`config.mk`:
```
export PLATFORM = sky130hd
export DESIGN_NAME = xcom_net_cmd_queue
export DESIGN_NICKNAME = d
export VERILOG_FILES = /design/src/rtl/xcom_pkg.sv /design/src/rtl/xcom_cmdq_fifo.sv /design/src/rtl/xcom_net_cmd_queue.sv
export SDC_FILE = /design/constraint.sdc
export NUM_CORES = 1
export LEC_CHECK = 0
export CAP_MARGIN = 25
export CORE_ASPECT_RATIO = 0.7
export CORE_UTILIZATION = 55
export CTS_CLUSTER_SIZE = 16
export DETAILED_ROUTE_END_ITERATION = 8
export GPL_TIMING_DRIVEN = 0
export PLACE_DENSITY = 0.76
export SLEW_MARGIN = 20
export SYNTH_ARGS = -nofsm -noshare
export SYNTH_HDL_FRONTEND = slang
export SYNTH_SLANG_ARGS = --single-unit
```
`constraint.sdc`:
```
create_clock -name x_clk_i -period 7 [get_ports x_clk_i]
set_clock_uncertainty 0.2 [all_clocks]
set_input_delay 0.7 -clock x_clk_i [delete_from_list [all_inputs] [get_ports x_clk_i]]
set_output_delay 0.7 -clock x_clk_i [all_outputs]
set_load 0.02 [all_outputs]
```
`src/rtl/xcom_pkg.sv`:
```
// Shared types for the XCOM net-command queue: command record, FSM state encoding and field widths.
package xcom_pkg;

  localparam int XCOM_OP_W  = 8;
  localparam int XCOM_DT_W  = 32;
  localparam int XCOM_CMD_W = XCOM_OP_W + XCOM_DT_W;

  typedef struct packed {
    logic [XCOM_OP_W-1:0] op;
    logic [XCOM_DT_W-1:0] dt;
  } xcom_cmd_t;

  typedef enum logic [1:0] {
    IDLE = 2'd0,
    REQ  = 2'd1,
    DROP = 2'd2
  } xcom_cmdq_st_t;

endpackage

```
`src/rtl/xcom_cmdq_fifo.sv`:
```
// Single-clock FIFO of packed xcom_cmd_t words with push/pop/flush and registered occupancy.
// Flush wins over push and pop in the same cycle; pushes while full and pops while empty are ignored.
module xcom_cmdq_fifo
  import xcom_pkg::*;
#(
  parameter  int DEPTH = 8,
  localparam int AW    = $clog2(DEPTH)
) (
  input  logic                  x_clk_i,
  input  logic                  c_rst_ni,
  input  logic                  push_i,
  input  logic                  pop_i,
  input  logic                  flush_i,
  input  logic [XCOM_CMD_W-1:0] wdata_i,
  output logic [XCOM_CMD_W-1:0] rdata_o,
  output logic                  full_o,
  output logic                  empty_o,
  output logic [AW:0]           cnt_o
);

  localparam logic [AW:0] FULL_CNT = (AW+1)'(DEPTH);

  logic [XCOM_CMD_W-1:0] mem [DEPTH];
  logic [AW-1:0]         wr_ptr;
  logic [AW-1:0]         rd_ptr;
  logic [AW:0]           cnt;
  logic                  do_push;
  logic                  do_pop;

  assign full_o  = (cnt == FULL_CNT);
  assign empty_o = (cnt == '0);
  assign cnt_o   = cnt;
  assign rdata_o = mem[rd_ptr];
  assign do_push = push_i & ~full_o & ~flush_i;
  assign do_pop  = pop_i & ~empty_o & ~flush_i;

  // Pointers are exactly AW bits wide, so the increment wraps modulo DEPTH.
  always_ff @(posedge x_clk_i or negedge c_rst_ni) begin
    if (!c_rst_ni) begin
      wr_ptr <= '0;
      rd_ptr <= '0;
      cnt    <= '0;
    end else if (flush_i) begin
      wr_ptr <= '0;
      rd_ptr <= '0;
      cnt    <= '0;
    end else begin
      if (do_push) wr_ptr <= wr_ptr + 1'b1;
      if (do_pop)  rd_ptr <= rd_ptr + 1'b1;
      case ({do_push, do_pop})
        2'b10:   cnt <= cnt + 1'b1;
        2'b01:   cnt <= cnt - 1'b1;
        default: cnt <= cnt;
      endcase
    end
  end

  always_ff @(posedge x_clk_i) begin
    if (do_push) mem[wr_ptr] <= wdata_i;
  end

endmodule

```
`src/rtl/xcom_net_cmd_queue.sv`:
```
// Net-command queue feeding the XCOM four-phase req/ack port from a valid/ready push interface.
// Optional statistics (sent count, occupancy watermark) are built when XCOM_CMDQ_STATS_EN is defined.
module xcom_net_cmd_queue
  import xcom_pkg::*;
#(
  parameter  int DEPTH = 8,
  localparam int AW    = $clog2(DEPTH)
) (
  input  logic        x_clk_i,
  input  logic        c_rst_ni,
  input  logic        in_vld_i,
  output logic        in_rdy_o,
  input  logic [7:0]  in_op_i,
  input  logic [31:0] in_dt_i,
  input  logic        flush_i,
  output logic        cmd_net_req_o,
  input  logic        cmd_net_ack_i,
  output logic [7:0]  cmd_op_o,
  output logic [31:0] cmd_dt_o,
  output logic [AW:0] q_cnt_o,
  output logic        q_empty_o,
  output logic        busy_o,
  output logic        err_ovf_o,
  output logic [15:0] sent_cnt_o,
  output logic [AW:0] q_max_o
);

  // Handshake: a push transfers when in_vld_i & in_rdy_o at a rising edge; in_rdy_o depends only
  // on registered occupancy. Toward XCOM, req rises with op/dt stable, stays until ack=1, then
  // the queue waits for ack=0 before it may raise req again.

  xcom_cmdq_st_t         state_q;
  xcom_cmdq_st_t         state_d;
  logic                  full;
  logic                  empty;
  logic [AW:0]           cnt;
  logic [XCOM_CMD_W-1:0] head_w;
  xcom_cmd_t             head;
  logic                  launch;
  logic                  ovf_q;
  logic [7:0]            op_q;
  logic [31:0]           dt_q;

  assign head = xcom_cmd_t'(head_w);

  xcom_cmdq_fifo #(.DEPTH(DEPTH)) u_fifo (
    .x_clk_i (x_clk_i),
    .c_rst_ni(c_rst_ni),
    .push_i  (in_vld_i),
    .pop_i   (launch),
    .flush_i (flush_i),
    .wdata_i ({in_op_i, in_dt_i}),
    .rdata_o (head_w),
    .full_o  (full),
    .empty_o (empty),
    .cnt_o   (cnt)
  );

  always_ff @(posedge x_clk_i or negedge c_rst_ni) begin
    if (!c_rst_ni) state_q <= IDLE;
    else           state_q <= state_d;
  end

  // A flush in the same cycle blocks the launch so flushed entries never reach XCOM.
  always_comb begin
    state_d = state_q;
    case (state_q)
      IDLE:    if (!empty && !cmd_net_ack_i && !flush_i) state_d = REQ;
      REQ:     if (cmd_net_ack_i) state_d = DROP;
      DROP:    if (!cmd_net_ack_i) state_d = IDLE;
      default: state_d = IDLE;
    endcase
  end

  always_comb begin
    launch        = (state_q == IDLE) && (state_d == REQ);
    cmd_net_req_o = (state_q == REQ);
    busy_o        = (state_q != IDLE) || !empty;
  end

  always_ff @(posedge x_clk_i or negedge c_rst_ni) begin
    if (!c_rst_ni) begin
      op_q  <= '0;
      dt_q  <= '0;
      ovf_q <= 1'b0;
    end else begin
      if (launch) begin
        op_q <= head.op;
        dt_q <= head.dt;
      end
      if (in_vld_i && full) ovf_q <= 1'b1;
    end
  end

  assign in_rdy_o  = ~full;
  assign q_cnt_o   = cnt;
  assign q_empty_o = empty;
  assign err_ovf_o = ovf_q;
  assign cmd_op_o  = op_q;
  assign cmd_dt_o  = dt_q;

`ifdef XCOM_CMDQ_STATS_EN
  logic [15:0] sent_q;
  logic [AW:0] max_q;

  always_ff @(posedge x_clk_i or negedge c_rst_ni) begin
    if (!c_rst_ni) begin
      sent_q <= '0;
      max_q  <= '0;
    end else begin
      if (state_q == REQ && cmd_net_ack_i) sent_q <= sent_q + 16'd1;
      if (cnt > max_q) max_q <= cnt;
    end
  end

  assign sent_cnt_o = sent_q;
  assign q_max_o    = max_q;
`else
  assign sent_cnt_o = '0;
  assign q_max_o    = '0;
`endif

endmodule

```
==> impl_results.md <==
- Outcome: finished, final reports clean
- Final-report max-slew violation count: 0
- Final worst slack: 3693 ps
- FP Rows: 48
- GP Congestion: 0.7844
- DRC viols: 0
- Hpwl dp: 20,180 um
- Tcrit/Tclk final: 47.24%
- GRT met2 Usage: 41.60%
- Main synth FF type: edfxtp_1
- Area leader, netlist: edfxtp_1
- Synthesis-stage register bit count: 373
- Initial antenna violation count: 3
- H-tree levels: 2
- Worst hold slack: 277.0 ps
- CP required: 7190 ps
- RSZ-0062 raised after global routing: false
- Seq/Total Area, Yosys: 76.68%
- Cells after DPL: 1,179
- Worst-Skew Late Latency: 520 ps
- Most frequent cell after synthesis: edfxtp_1
- EDFF count, synth: 320
- DR vias: 7,284
- # Max-Cap Violations: 0
- Setup Crit Path Kind: flip-flop to flip-flop
- DR WL/cell: 24.58 um
- Global route hottest layer: met2
- Peak supply drop: 233.9 uV
- Design area: 17,390 um^2
- Yosys Warn Count: 0
- GRT Residual Overflow: 0
- Slew @ Worst Pin: 1074 ps
- Starting DRT DRC Count: 654
- All-Layer GR Usage: 24.15%
- Synth area leaders: edfxtp_1 67%, mux4_2 13%, dfrtp_1 9.3%, mux2i_1 2.8%, o21ai_0 1.4%
- Startpoint types: flip-flop
- Nets: 942
- Mapped cell area: 14,260 um^2
- Worst Setup Slack post-DPL: 3193 ps
- Grt met3 use: 4.904%
- Die area: 26,590 um^2
- Layout cells sized above 1: 25.03%
- Initial Utilization: 56.94%
- Grt met1 use: 31.87%
- Setup bufs post-CTS: 0
- Clock sinks: 373
- Mapped Cells: 698
- Max Freq: 302.4 MHz
- Share of the synthesized area in the top cell type: 67.38%
- Root Driver: clkbuf_16
- Final wirelength: 30,660 um
- Non-Filler Instances: 1,247
- I/O Pins: 114
- CP Data Arrival Time: 3500 ps
- Cell variety after synth: 40
- CTS resizes: 0
- # fillers: 1,548
- Syn avg cell area: 20.43 um^2
- Input/output buffers: 93
- DR vias/cell: 5.841
- Final Hold Viols: 0
- Die Span X: 194.5 um
- ANT nets after route: 0
- FFs w/ async S/R, synth: 14.21%
- Area growth from synthesis to layout: 21.96%
- Post-Route Utilization: 69.45%
- Setup-failing EPs final: 0
- Core area: 25,040 um^2
- CP max FO: 6
- Worst min-delay path category: flip-flop to flip-flop
- Slew margin rel.: 28.40%
- Critical path capture point type: flip-flop
- Post-synth top cells: 320 x edfxtp_1, 80 x mux4_2, 53 x dfrtp_1, 50 x nand2_1
- Worst-case clock buffer depth: 3
- Hold buffer count at cts: 1
- Initial DRT Pass Iterations: 5
- Leakage: 5.902 nW
- Post-route minimum period: 3307 ps
- Tot Pwr: 5.604 mW
- Setup TNS: 0 ps
- DIE HEIGHT: 136.7 um
- Vias in the first global route: 7,730
- CTS buffer count: 35
- Largest net degree at the start of global routing: 32
- Pwr per Cell Area: 322.2 nW/um^2
- Area after DPL: 16,200 um^2
- CTS tree: built
- First-pass GRT wire length: 46,440 um
- CTS clk-pin slew, worst paths: 60 ps
[worst paths after layout]
| path | from | to | slack, ps | depth (start not counted) |
|---|---|---|---|---|
| setup reg to reg | u_fifo.cnt_o[1]$_DFFE_PN0P_ | u_fifo.cnt_o[3]$_DFFE_PN0P_ | 3690 | 10 |
| hold / removal | err_ovf_o$_DFFE_PN0P_ | err_ovf_o$_DFFE_PN0P_ | 280 | 1 |
| max in group asynchronous | c_rst_ni | cmd_op_o[3]$_DFFE_PN0N_ | 5590 | 3 |
| hold reg to reg | err_ovf_o$_DFFE_PN0P_ | err_ovf_o$_DFFE_PN0P_ | 280 | 1 |
| setup / recovery | u_fifo.cnt_o[1]$_DFFE_PN0P_ | u_fifo.cnt_o[3]$_DFFE_PN0P_ | 3690 | 10 |
| min in group asynchronous | c_rst_ni | cmd_dt_o[24]$_DFFE_PN0N_ | 460 | 2 |
[layout make-up]
class / count / area (um^2) / area share (%)
repair buffers: 138 / 1419 / 8.158
clock buffers: 49 / 979.7 / 5.633
diodes: 3 / 7.507 / 0.04316
well taps: 325 / 406.6 / 2.338
plain buffers: 56 / 317.8 / 1.827
clock inverters: 15 / 197.7 / 1.137
inverters: 2 / 7.507 / 0.04316
multi-input cells: 286 / 3122 / 17.95
flip-flops and latches: 373 / 10940 / 62.87
[where the power goes]
group | internal, mW | switching [mW] | total (mW)
Sequential | 2.57 | 0.0950 | 2.66
Clock | 1.14 | 0.793 | 1.93
Combinational | 0.484 | 0.527 | 1.01
Total | 4.19 | 1.41 | 5.60
[flip-flops by register name, indices dropped and copies added (netlist names)]
signal,count
u_fifo.mem,320
u_fifo.rd_ptr,3
u_fifo.wr_ptr,3
state_q,2
cmd_dt_o,32
cmd_op_o,8
err_ovf_o,1
u_fifo.cnt_o,4
[routing by layer]
layer	wire length [um]	up-vias
met5	0	-
met4	558	0
met3	2360	48
met2	15530	325
met1	12200	3761
li1	-	3150
[worst max-delay path, cell delays in order (launching register included)]
cell      delay, ps
dfrtp_1         470
or4b_4          610
and2_0          170
buf_2           160
nor2_2          210
ha_1            270
a21o_2          210
a21oi_1         270
nand3_1         150
o2111a_1        190
a311o_1         270
[logic make-up (layout without fill, tap and decap cells)]
group | after synthesis | in the layout | share of synthesized area [%]
flip-flops | 373 | 373 | 76.68
multiplexers | 121 | 121 | 15.52
AND/OR/NAND/NOR | 83 | 83 | 2.667
buffers and inverters | 58 | 260 | 2.281
AO/OA/AOI/OAI | 53 | 53 | 2.088
adder cells (fa/ha/maj) | 5 | 5 | 0.4913
XOR/XNOR | 4 | 4 | 0.2457
other | 1 | 23 | 0.02630
[cells in the final DEF (no fill, tap or decap), types with 2 or more instances in the layout]
cell and n:
inv_6 2, clkinv_2 4, dfrtp_1 53, ha_1 4, diode_2 3, clkdlybuf4s50_1 92
o21ai_1 2, buf_8 3, clkbuf_8 3, nor2_4 3, nand2_1 50, o21a_1 2
buf_6 7, conb_1 20, bufinv_16 4, edfxtp_1 320, xor2_1 3, buf_2 28
a22o_1 2, buf_16 6, buf_4 39, mux2i_1 40, nor3_2 3, inv_1 2
clkbuf_1 27, clkinv_1 2, nor2b_1 2, nor4_2 3, a21oi_1 2, nand3_1 5
o21ai_0 40, clkbuf_16 36, mux4_2 80, nor2_1 8
Note: power is estimated with default switching activity, not from simulation.
